**src/rtl/pokey_clock_ctrl.sv**
```systemverilog
// POKEY clock/configuration sequencer: AUDCTL/SKCTL registers, 64 kHz / 15 kHz
// base-clock dividers, shared poly counter controls and the STIMER restart strobe.
module pokey_clock_ctrl (
    input  logic       clk,
    input  logic       reset_n,
    input  logic       ce,
    input  logic       wr_en,
    input  logic [3:0] addr,
    input  logic [7:0] data,
    output logic [7:0] audctl,
    output logic [7:0] skctl,
    output logic       poly_enable,
    output logic       poly_init,
    output logic       tick_64k,
    output logic       tick_15k,
    output logic       base_tick,
    output logic       stimer_pulse
);

    localparam logic [3:0] ADDR_AUDCTL = 4'h8;
    localparam logic [3:0] ADDR_STIMER = 4'h9;
    localparam logic [3:0] ADDR_SKCTL  = 4'hF;
    localparam logic [4:0] DIV28_LAST  = 5'd27;
    localparam logic [6:0] DIV114_LAST = 7'd113;

    logic [7:0] audctl_reg;
    logic [7:0] skctl_reg;
    logic       stimer_reg;
    logic [4:0] div28_reg;
    logic [4:0] div28_next;
    logic [6:0] div114_reg;
    logic [6:0] div114_next;

    logic wr_audctl;
    logic wr_stimer;
    logic wr_skctl;
    logic init_active;
    logic enter_init;

    always_comb begin
        wr_audctl   = wr_en && (addr == ADDR_AUDCTL);
        wr_stimer   = wr_en && (addr == ADDR_STIMER);
        wr_skctl    = wr_en && (addr == ADDR_SKCTL);
        init_active = (skctl_reg[1:0] == 2'b00);
        enter_init  = wr_skctl && (data[1:0] == 2'b00);
    end

    // Counters follow the pre-write init state, except that a write entering
    // init clears them at its own edge.
    always_comb begin
        div28_next  = div28_reg;
        div114_next = div114_reg;
        if (init_active || enter_init) begin
            div28_next  = '0;
            div114_next = '0;
        end else if (ce) begin
            div28_next  = (div28_reg == DIV28_LAST)   ? 5'd0 : div28_reg + 5'd1;
            div114_next = (div114_reg == DIV114_LAST) ? 7'd0 : div114_reg + 7'd1;
        end
    end

    always_ff @(posedge clk or negedge reset_n) begin
        if (!reset_n) begin
            audctl_reg <= '0;
            skctl_reg  <= '0;
            stimer_reg <= 1'b0;
            div28_reg  <= '0;
            div114_reg <= '0;
        end else begin
            if (wr_audctl) begin
                audctl_reg <= data;
            end
            if (wr_skctl) begin
                skctl_reg <= data;
            end
            stimer_reg <= wr_stimer;
            div28_reg  <= div28_next;
            div114_reg <= div114_next;
        end
    end

    always_comb begin
        audctl       = audctl_reg;
        skctl        = skctl_reg;
        stimer_pulse = stimer_reg;
        poly_init    = init_active;
        poly_enable  = ce;
        tick_64k     = ce && !init_active && (div28_reg == DIV28_LAST);
        tick_15k     = ce && !init_active && (div114_reg == DIV114_LAST);
        base_tick    = audctl_reg[0] ? tick_15k : tick_64k;
    end

endmodule

```
**config.mk**
```make
export PLATFORM = sky130hd
export DESIGN_NAME = pokey_clock_ctrl
export DESIGN_NICKNAME = d
export VERILOG_FILES = /design/src/rtl/pokey_clock_ctrl.sv
export SDC_FILE = /design/constraint.sdc
export NUM_CORES = 1
export LEC_CHECK = 0
export BUFFER_PORTS_ARGS = -buffer_cell sky130_fd_sc_hd__buf_2
export CAP_MARGIN = 0
export CORE_ASPECT_RATIO = 0.7
export CORE_MARGIN = 8
export CORE_UTILIZATION = 35
export DETAILED_ROUTE_END_ITERATION = 8
export PLACE_DENSITY = 0.55
export SYNTH_ARGS = -nofsm -noshare
export SYNTH_HDL_FRONTEND = slang
export SYNTH_SLANG_ARGS = --single-unit
```
**constraint.sdc**
```tcl
create_clock -name clk -period 2.4 [get_ports clk]
set_input_delay 0.72 -clock clk [delete_from_list [all_inputs] [get_ports clk]]
set_output_delay 0.72 -clock clk [all_outputs]
set_load 0.005 [all_outputs]
```
==> flow_summary.toml, run 1 <==
[grt]
via_count_of_the_first_global_routing_pass = 1069
antenna_found_initial = 0
globalRouteTotalUtil_pct = 10.57
global_route.overflow_total = 0
pin_count_of_the_biggest_net_entering_global_routing = 30
first_pass_grt_wire_length_um = 5147

[setup_path]
cp_max_fo = 4
worstSetupPathType = "reg2out"
worstSetupEndpoint = "base_tick"
rrSetupSlack_ps = 930
crit_required_ps = 1680
endpoint_kind = "output pin"
cp-start-kind = "flop"
worst_setup_path_startpoint = "div114_reg[1]"
worst_ep_arrival_time_ps = 1710
reg_to_reg_start = "skctl[1]"
reg2reg_depth = 4
rr_endpoint = "div28_reg[0]"

[layout]
multi_input_area_sq_um = 604.3
mostFrequentLayoutCell = "sky130_fd_sc_hd__buf_2"
final_core_utilization_pct = 45.30
layout_common_cells = "sky130_fd_sc_hd__buf_2 (37), sky130_fd_sc_hd__dfrtp_1 (29), sky130_fd_sc_hd__mux2_2 (17)"
design.final.nets = 177
syn_to_final_growth_pct = 27.26
reg_area_sq_um = 725.7
fillCellCount = 391
proportion_of_layout_cells_with_a_drive_suffix_above_1_pct = 46.54
design_area_sq_um = 1723
antenna_cells = 0

[hold_path]
hp-class = "in2async"

[logic_synthesis]
syn-num-nets = 131
mean_syn_cell_area_sq_um = 12.09
synth-seq-cells = 29
synth.distinct_cells = 31
postSynthCellCount = 112
mapped_area_sq_um = 1354
yosysWarningCount = 0
synth_seq_area_share_pct = 53.60

[power_and_ir_drop]
power.share.sequential_pct = 46.2
p_sw_uw = 366.0
combinationalPowerShare_pct = 21.6
power.ir.vdd_worst_mv = 0.4742
power_density_nw_per_um2 = 785.9
internal-power_uw = 988.0
total_leakage_power_uw = 0.0008333
switching_share_pct = 27.03
power.clock.fraction_pct = 32.3

[timing]
finalHoldViolations = 0
worst_slew_pin_slew_ps = 646.6
finalWorstPathRequiredPeriod_ps = 2428
final_setup_slack_of_the_worst_path_ps = -27.54
setup_viol_count_final = 1
max_slew_margin_pct = 56.89
timing_max_transition_violations_final = 0
min_period_over_period_pct = 101.1
achievable_clock_frequency_mhz = 411.9
rsz0062_at_grt = "true"
clock_skew_ps = 5.062

[clock_network]
worst_skew_pair.late_latency_ps = 270
tritoncts.num_buffers = 5
cts_num_sinks = 29
cts.repair.resized = 0
tritoncts = "yes"
max-clock-path-buffers = 2
ctsRootBufferMaster = "sky130_fd_sc_hd__clkbuf_8"
worst_setup_hold_path_clk_slew_ps = 60
ctsHtreeMaxLevel = 2

[outcome]
run_status = "complete, but fails checks"
violated_checks = "negative setup slack"

[detailed_routing]
route.detailed.vias_per_inst = 4.801
via_count = 1013
ant_nets = 0
residual_drc = 0
drt_pass1_iterations = 4
wire_per_inst_um = 14.44
drt_wirelength_um = 3047
drc_marker_count_from_the_first_detailed_route_iteration = 36

[floorplanning]
rows = 19
start_util_pct = 35.59
die_height_um = 68.04
die_x_um = 90.34
core_area_sq_um = 3804
ioPinCount = 38
design.die.area_sq_um = 6146

[placed_design]
port_buffers = 37
place_hpwl_um = 2320
finalWeightedCongestion = 0.7603
placed_cell_area_sq_um = 1607
dp_worst_setup_slack_ps = 183.2

[run]
max-cap-violations = 0
through the flow:
step / power [uW] / std cells / hold slack, ps / setup TNS [ps]
6_report: 1354 / 211 / 472.7 / -27.54
5_1_grt: 1449 / 211 / 522.8 / -111.7
4_1_cts: 1381 / 211 / 495.0 / -48.59
3_5_place_dp: 921.7 / 201 / 490.0 / 0
2_1_floorplan: 774.7 / 112 / 424.4 / 0
3_3_place_gp: 908.0 / 201 / 484.6 / 0
worst max-delay path, stage by stage, from the launching register on:
cell and delay, ps:
sky130_fd_sc_hd__dfrtp_1 370, sky130_fd_sc_hd__inv_1 60, sky130_fd_sc_hd__ha_1 130, sky130_fd_sc_hd__nand2_1 50, sky130_fd_sc_hd__or4_4 460, sky130_fd_sc_hd__nor2_4 130, sky130_fd_sc_hd__mux2_1 130, sky130_fd_sc_hd__buf_2 110
metal layers:
metal	part of all wire [%]	track usage (%)	vias to the layer above
li1	-	-	494
met1	46	12.57	498
met2	47	16.73	19
met3	6.4	5.038	2
met4	0.36	3.711	0
met5	0	0	-
layout make-up:
class	count	area share (%)
tap	52	3.776
sequential	29	42.12
clock inverter	1	0.2905
timing repair buffer	42	12.93
clock buffer	7	5.592
inverter	1	0.2179
multi-input combinational	79	35.08
what timing repair did:
item | CTS | global route
buffers inserted | 2 | 0
hold buffers | 0 | 0
setup endpoints to repair | 1 | 1
hold endpoints to repair | 0 | 0
cell usage after synthesis:
| master | instances | share of area, % |
|---|---|---|
| sky130_fd_sc_hd__a21o_1 | 1 | 0.55 |
| sky130_fd_sc_hd__nor3b_1 | 2 | 1.1 |
| sky130_fd_sc_hd__a21boi_2 | 1 | 0.83 |
| sky130_fd_sc_hd__buf_4 | 2 | 1.1 |
| sky130_fd_sc_hd__and4bb_2 | 1 | 0.92 |
| sky130_fd_sc_hd__a22o_1 | 2 | 1.3 |
| sky130_fd_sc_hd__nor2_1 | 7 | 1.9 |
| sky130_fd_sc_hd__xnor2_1 | 1 | 0.65 |
| sky130_fd_sc_hd__and3b_1 | 1 | 0.65 |
| sky130_fd_sc_hd__or4_4 | 1 | 0.83 |
| sky130_fd_sc_hd__a41oi_1 | 1 | 0.65 |
| sky130_fd_sc_hd__xor2_1 | 2 | 1.3 |
| sky130_fd_sc_hd__nand2_1 | 14 | 3.9 |
| sky130_fd_sc_hd__nor4_4 | 1 | 1.6 |
| sky130_fd_sc_hd__nor2_4 | 1 | 0.83 |
| sky130_fd_sc_hd__nor3_1 | 1 | 0.37 |
| sky130_fd_sc_hd__o21ai_0 | 5 | 1.8 |
| sky130_fd_sc_hd__a311oi_1 | 1 | 0.65 |
| sky130_fd_sc_hd__nor2b_1 | 1 | 0.46 |
| sky130_fd_sc_hd__a21bo_2 | 1 | 0.74 |
| sky130_fd_sc_hd__dfrtp_1 | 29 | 54 |
| sky130_fd_sc_hd__a211oi_2 | 1 | 0.92 |
| sky130_fd_sc_hd__nor4b_1 | 1 | 0.65 |
| sky130_fd_sc_hd__mux2_1 | 1 | 0.83 |
| sky130_fd_sc_hd__ha_1 | 3 | 2.8 |
| sky130_fd_sc_hd__and3_1 | 2 | 0.92 |
| sky130_fd_sc_hd__a21oi_1 | 5 | 1.8 |
| sky130_fd_sc_hd__nand3_1 | 4 | 1.5 |
| sky130_fd_sc_hd__buf_2 | 1 | 0.37 |
| sky130_fd_sc_hd__mux2_2 | 17 | 14 |
| sky130_fd_sc_hd__inv_1 | 1 | 0.28 |
cells by family (layout without fill, tap and decap cells):
group | count (synthesis) | in the layout | synth area share [%]
buffers and inverters | 4 | 51 | 1.755
and+or+nand+nor | 37 | 37 | 15.62
DFF | 29 | 29 | 53.60
AOI/OAI and AO/OA | 18 | 18 | 9.334
xor gates and xnor gates | 3 | 3 | 1.941
adders and majority gates | 3 | 3 | 2.773
muxes | 18 | 18 | 14.97
worst min-delay path by stage:
stage                              end       from  depth (start not counted)  slack (ps)
final                     div28_reg[2]    reset_n                          1         470
after global routing      div28_reg[2]    reset_n                          1         520
after detailed placement     audctl[7]  audctl[7]                          1         490
after CTS                 div28_reg[4]    reset_n                          1         500
after floorplan              audctl[0]    reset_n                          0         420
after global placement       audctl[3]  audctl[3]                          1         480
power groups by stage:
stage                     clock, uW  sequential, uW  combinational (uW)
final                           437             625                 292
after global routing            477             637                 335
after CTS                       454             625                 301
after detailed placement          0             639                 283
after global placement            0             635                 273
after floorplan                   0             640                 135
Power figures use the tool's default switching activity.
==> run 2: changes to the inputs <==
--- a/config.mk
+++ b/config.mk
@@ -7,7 +7,6 @@
 export LEC_CHECK = 0
 export BUFFER_PORTS_ARGS = -buffer_cell sky130_fd_sc_hd__buf_2
 export CAP_MARGIN = 0
-export CORE_ASPECT_RATIO = 0.7
 export CORE_MARGIN = 8
 export CORE_UTILIZATION = 35
 export DETAILED_ROUTE_END_ITERATION = 8
==> constraint.sdc (replaced) <==
create_clock -name clk -period 2.25 [get_ports clk]
set_input_delay 0.675 -clock clk [delete_from_list [all_inputs] [get_ports clk]]
set_output_delay 0.675 -clock clk [all_outputs]
set_load 0.005 [all_outputs]
==> run 2 against run 1 <==
The flow still finishes with violations (negative setup slack). Die area is 0.51% lower. Clock power is 23% higher. First-iteration DRC count is 28% lower. Largest power group unchanged. Sequential share of layout area is 0.99 points lower. Wire length is 0.66% higher. Global-route usage is 0.11 points lower. Total power is 12% higher.
==> flow_summary.toml, run 2 (synthesis results as in run 1) <==
[timing]
timing.hold.ws_ps = 413.4
min_period_over_period_pct = 105.4
max_slew_margin_pct = 57.32
finalWorstPathRequiredPeriod_ps = 2371
achievable_clock_frequency_mhz = 421.7
timing_max_transition_violations_final = 0
clock_skew_ps = 4.336
final_setup_slack_of_the_worst_path_ps = -121.3
worst_slew_pin_slew_ps = 640.1
finalHoldViolations = 0
setup_viol_count_final = 2
rsz0062_at_grt = "true"

[power_and_ir_drop]
power.share.sequential_pct = 44.5
power.clock.fraction_pct = 35.4
p_sw_uw = 406.3
power.ir.vdd_worst_mv = 0.5123
internal-power_uw = 1110
combinationalPowerShare_pct = 20.1
total_leakage_power_uw = 0.0008502
switching_share_pct = 26.80
power_density_nw_per_um2 = 859.3

[setup_path]
critical_path.cell_chain = "inv_1, ha_1, nand2_1, or4_4, nor2_4, mux2_4, buf_6"
endpoint_kind = "output pin"
crit_path_max_incr_delay_ps = 440
cp_slowest_cell = "sky130_fd_sc_hd__or4_4"
worstSetupPathType = "reg2out"
cp_max_fo = 2
cp-start-kind = "flop"
worst_ep_arrival_time_ps = 1700
crit_required_ps = 1570

[floorplanning]
die_x_um = 78.20
start_util_pct = 36.70
core_area_sq_um = 3689
ioPinCount = 38
die_height_um = 78.20
design.die.area_sq_um = 6114
rows = 22

[placed_design]
finalWeightedCongestion = 0.7788
placed_cell_area_sq_um = 1609
dp_cells = 198
place_hpwl_um = 2361
port_buffers = 37

[layout]
layout_common_cells = "sky130_fd_sc_hd__buf_2 (36), sky130_fd_sc_hd__dfrtp_1 (29), sky130_fd_sc_hd__mux2_2 (17)"
design.final.nets = 180
proportion_of_layout_cells_with_a_drive_suffix_above_1_pct = 48.15
fillCellCount = 371
mostFrequentLayoutCell = "sky130_fd_sc_hd__buf_2"
design_area_sq_um = 1764
final-instance-count-excl-fill = 210
syn_to_final_growth_pct = 30.31
antenna_cells = 0

[clock_network]
cts_hold_buf = 0
tritoncts.num_buffers = 5
worst_skew_pair.late_latency_ps = 280
tritoncts = "yes"
max-clock-path-buffers = 2
worst_setup_hold_path_clk_slew_ps = 70
ctsRootBufferMaster = "sky130_fd_sc_hd__clkbuf_8"
cts_num_sinks = 29
ctsHtreeMaxLevel = 2

[run]
max-cap-violations = 0

[detailed_routing]
ant_nets = 0
drt_pass1_iterations = 4
residual_drc = 0
via_count = 1039
wire_per_inst_um = 14.60
drt_wirelength_um = 3067
drc_marker_count_from_the_first_detailed_route_iteration = 26
route.detailed.vias_per_inst = 4.948

[grt]
first_pass_grt_wire_length_um = 5175
via_count_of_the_first_global_routing_pass = 1103
antenna_found_initial = 0
pin_count_of_the_biggest_net_entering_global_routing = 30
globalRouteTotalUtil_pct = 10.47
global_route.overflow_total = 0

[outcome]
violated_checks = "negative setup slack"
run_status = "complete, but fails checks"

[hold_path]
hp-class = "in2async"
[run 2: path summary, 6_finish.rpt]
| kind | startpoint | endpoint | slack [ps] | depth (start not counted) |
|---|---|---|---|---|
| min in group clk | skctl[7] | skctl[7] | 500 | 1 |
| max in group asynchronous | reset_n | div28_reg[4] | 1420 | 1 |
| hold reg to reg | skctl[7] | skctl[7] | 500 | 1 |
| hold / removal | reset_n | skctl[6] | 410 | 1 |
| setup / recovery | div114_reg[1] | base_tick | -120 | 7 |
| setup reg to reg | div114_reg[1] | div114_reg[1] | 680 | 7 |
[run 2: critical path: cells and delay by family, from the launching register on]
family                     cells  cell delay (ps)
and+or+nand+nor                3              590
buffers and inverters          2              150
adders and majority gates      1              130
muxes                          1              160
DFF                            1              390
[run 2: metrics by stage]
stage	worst slack [ps]	utilization, %	setup TNS, ps	total power (uW)
after detailed placement	102.6	43.62	0	982.6
final	-121.3	47.83	-213.1	1516
after CTS	-174.2	47.15	-215.1	1537
after floorplan	195.6	-	0	826.3
after global placement	131.6	43.62	0	970.6
after global routing	-172.5	47.83	-315.9	1606
[run 2: timing repair]
action | in CTS | in global routing
pin swaps | 0 | 1
resized for setup | 0 | 2
cloned | 0 | 0
buffers inserted | 2 | 2
setup endpoints to repair | 2 | 2
[run 2: per-layer routing]
metal | routed length [um] | global-route usage (%) | part of all wire (%) | vias to the layer above
met5 | 0 | 0 | 0 | -
met4 | 18 | 2.778 | 0.59 | 0
met3 | 243 | 5.581 | 7.9 | 4
met2 | 1391 | 15.74 | 45 | 32
met1 | 1414 | 12.75 | 46 | 502
li1 | - | - | - | 501
[run 2: final cells by class]
type / instances / area, sq um / share of cell area [%]
Clock buffer: 5 / 68.82 / 3.901
Clock inverter: 3 / 46.29 / 2.624
Inverter: 1 / 3.754 / 0.2128
Multi-Input combinational cell: 79 / 608.1 / 34.47
Sequential cell: 29 / 725.7 / 41.13
Tap cell: 48 / 60.06 / 3.404
Timing Repair Buffer: 45 / 251.5 / 14.26
[run 2: power groups by stage]
| stage | clock network [uW] | registers, uW | logic, uW |
|---|---|---|---|
| detailed placement | 0 | 687 | 295 |
| global route | 573 | 689 | 344 |
| finish | 536 | 675 | 305 |
| CTS | 555 | 677 | 305 |
| global placement | 0 | 681 | 290 |
| floorplan | 0 | 682 | 144 |
==> run 3: changes to the inputs <==
--- a/config.mk
+++ b/config.mk
@@ -8,9 +8,9 @@
 export BUFFER_PORTS_ARGS = -buffer_cell sky130_fd_sc_hd__buf_2
 export CAP_MARGIN = 0
 export CORE_MARGIN = 8
-export CORE_UTILIZATION = 35
+export CORE_UTILIZATION = 40
 export DETAILED_ROUTE_END_ITERATION = 8
-export PLACE_DENSITY = 0.55
+export PLACE_DENSITY = 0.62
 export SYNTH_ARGS = -nofsm -noshare
 export SYNTH_HDL_FRONTEND = slang
 export SYNTH_SLANG_ARGS = --single-unit
==> constraint.sdc (replaced) <==
create_clock -name clk -period 2.91 [get_ports clk]
set_input_delay 0.873 -clock clk [delete_from_list [all_inputs] [get_ports clk]]
set_output_delay 0.873 -clock clk [all_outputs]
set_load 0.005 [all_outputs]
==> run 3 against run 2 <==
The run now ends clean. Total power shrank 36%. Final cell count down 4.3%. Sequential power decreased by 23%. Combinational power down 30%. Flip-flop and latch count did not move. Utilization up 2.1 points. Wire length decreased by 6.1%. Largest cell class unchanged. Highest routed layer unchanged.
==> flow_summary.toml, run 3 (synthesis results as in run 1) <==
[outcome]
run_status = "finished, final reports clean"

[clock_network]
cts.repair.resized = 0
cts_setup_buffers = 0
tritoncts = "yes"
cts_num_sinks = 29
cts_hold_buf = 0
max-clock-path-buffers = 2
worst_setup_hold_path_clk_slew_ps = 100
worst_skew_pair.late_latency_ps = 330
ctsHtreeMaxLevel = 2
tritoncts.num_buffers = 5
ctsRootBufferMaster = "sky130_fd_sc_hd__clkbuf_4"

[layout]
antenna_cells = 0
design_area_sq_um = 1639
fillCellCount = 313
proportion_of_layout_cells_with_a_drive_suffix_above_1_pct = 45.16
mostFrequentLayoutCell = "sky130_fd_sc_hd__buf_2"
layout_common_cells = "sky130_fd_sc_hd__buf_2 (37), sky130_fd_sc_hd__dfrtp_1 (29), sky130_fd_sc_hd__mux2_2 (17)"
syn_to_final_growth_pct = 21.07
design.final.nets = 173

[setup_path]
cp_max_fo = 4
rr_endpoint = "div114_reg[6]"
reg2reg_depth = 6
worst_ep_arrival_time_ps = 1800
cp-start-kind = "flop"
worstSetupPathType = "reg2out"
crit_required_ps = 2040
worstSetupEndpoint = "base_tick"
rrSetupSlack_ps = 1420
worst_setup_path_startpoint = "div114_reg[1]"
reg_to_reg_start = "div114_reg[1]"
endpoint_kind = "output pin"

[floorplanning]
die_height_um = 74.18
rows = 21
start_util_pct = 41.22
core_area_sq_um = 3284
die_x_um = 74.18
design.die.area_sq_um = 5502
ioPinCount = 38

[power_and_ir_drop]
total_leakage_power_uw = 0.0007899
power_density_nw_per_um2 = 593.0
power.ir.vdd_worst_mv = 0.3588

[grt]
via_count_of_the_first_global_routing_pass = 1079
first_pass_grt_wire_length_um = 4892
global_route.overflow_total = 0
pin_count_of_the_biggest_net_entering_global_routing = 30
antenna_found_initial = 0
globalRouteTotalUtil_pct = 11.80

[detailed_routing]
residual_drc = 0
route.detailed.vias_per_inst = 5.045
drt_pass1_iterations = 4
ant_nets = 0
drt_wirelength_um = 2880
via_count = 1014
wire_per_inst_um = 14.33
drc_marker_count_from_the_first_detailed_route_iteration = 75

[timing]
finalWorstPathRequiredPeriod_ps = 2672
min_period_over_period_pct = 91.83
worst_slew_pin_slew_ps = 632.9
rsz0062_at_grt = "false"
max_slew_margin_pct = 57.81
setup_viol_count_final = 0
finalHoldViolations = 0
setup_tns_ps = 0
timing_max_transition_violations_final = 0
clock_skew_ps = 7.679
achievable_clock_frequency_mhz = 374.2

[hold_path]
hp-class = "reg2reg"

[placed_design]
finalWeightedCongestion = 0.8321
place_hpwl_um = 2237
port_buffers = 37
placed_cell_area_sq_um = 1584

[run]
max-cap-violations = 0
-- run 3: routing by layer --
layer	wire length [um]	part of all wire, %	GRT usage (%)
met5	0	0	0
met1	1247	43	12.87
met3	203	7.0	5.256
met2	1368	48	18.65
met4	60	2.1	6.652
-- run 3: worst max-delay path, cell delays in order (launching register included) --
cell and delay (ps):
sky130_fd_sc_hd__dfrtp_1 420, sky130_fd_sc_hd__inv_1 70, sky130_fd_sc_hd__ha_1 130, sky130_fd_sc_hd__nand2_1 40, sky130_fd_sc_hd__or4_4 460, sky130_fd_sc_hd__nor2_4 120
sky130_fd_sc_hd__mux2_1 130, sky130_fd_sc_hd__buf_2 110
-- run 3: worst min path at each step --
stage	startpoint	endpoint	slack, ps	depth (start not counted)
finish	audctl[1]	audctl[1]	510	1
global route	audctl[4]	audctl[4]	540	1
CTS	audctl[3]	audctl[3]	520	1
detailed placement	audctl[3]	audctl[3]	490	1
global placement	audctl[1]	audctl[1]	480	1
floorplan	div114_reg[4]	div114_reg[4]	480	1
-- run 3: layout make-up --
cell class / instances / area, sq um / share of cell area [%]
timing repair buffer: 38 / 192.7 / 11.76
multi-input combinational: 79 / 604.3 / 36.87
inverter: 1 / 3.754 / 0.2290
clock buffer: 5 / 37.54 / 2.290
sequential: 29 / 725.7 / 44.27
tap: 46 / 57.56 / 3.511
clock inverter: 3 / 17.52 / 1.069
-- run 3: power by group --
group / switching, uW / internal (uW) / total (uW)
Combinational: 103 / 113 / 215
Clock: 145 / 90.8 / 235
Sequential: 48.5 / 473 / 521
Total: 296 / 676 / 972
-- run 3: per-stage QoR --
stage          total power, uW  hold slack, ps  util [%]  std cells  setup slack [ps]
2_1_floorplan            638.9           483.8         -        112             459.6
3_3_place_gp             740.3           483.7     48.23        193             374.6
3_5_place_dp             751.2           494.5     48.23        193             348.9
4_1_cts                  996.8           519.1     49.90        201             195.2
5_1_grt                   1046           538.3     49.90        201             108.3
6_report                 972.0           513.5     49.90        201             237.8
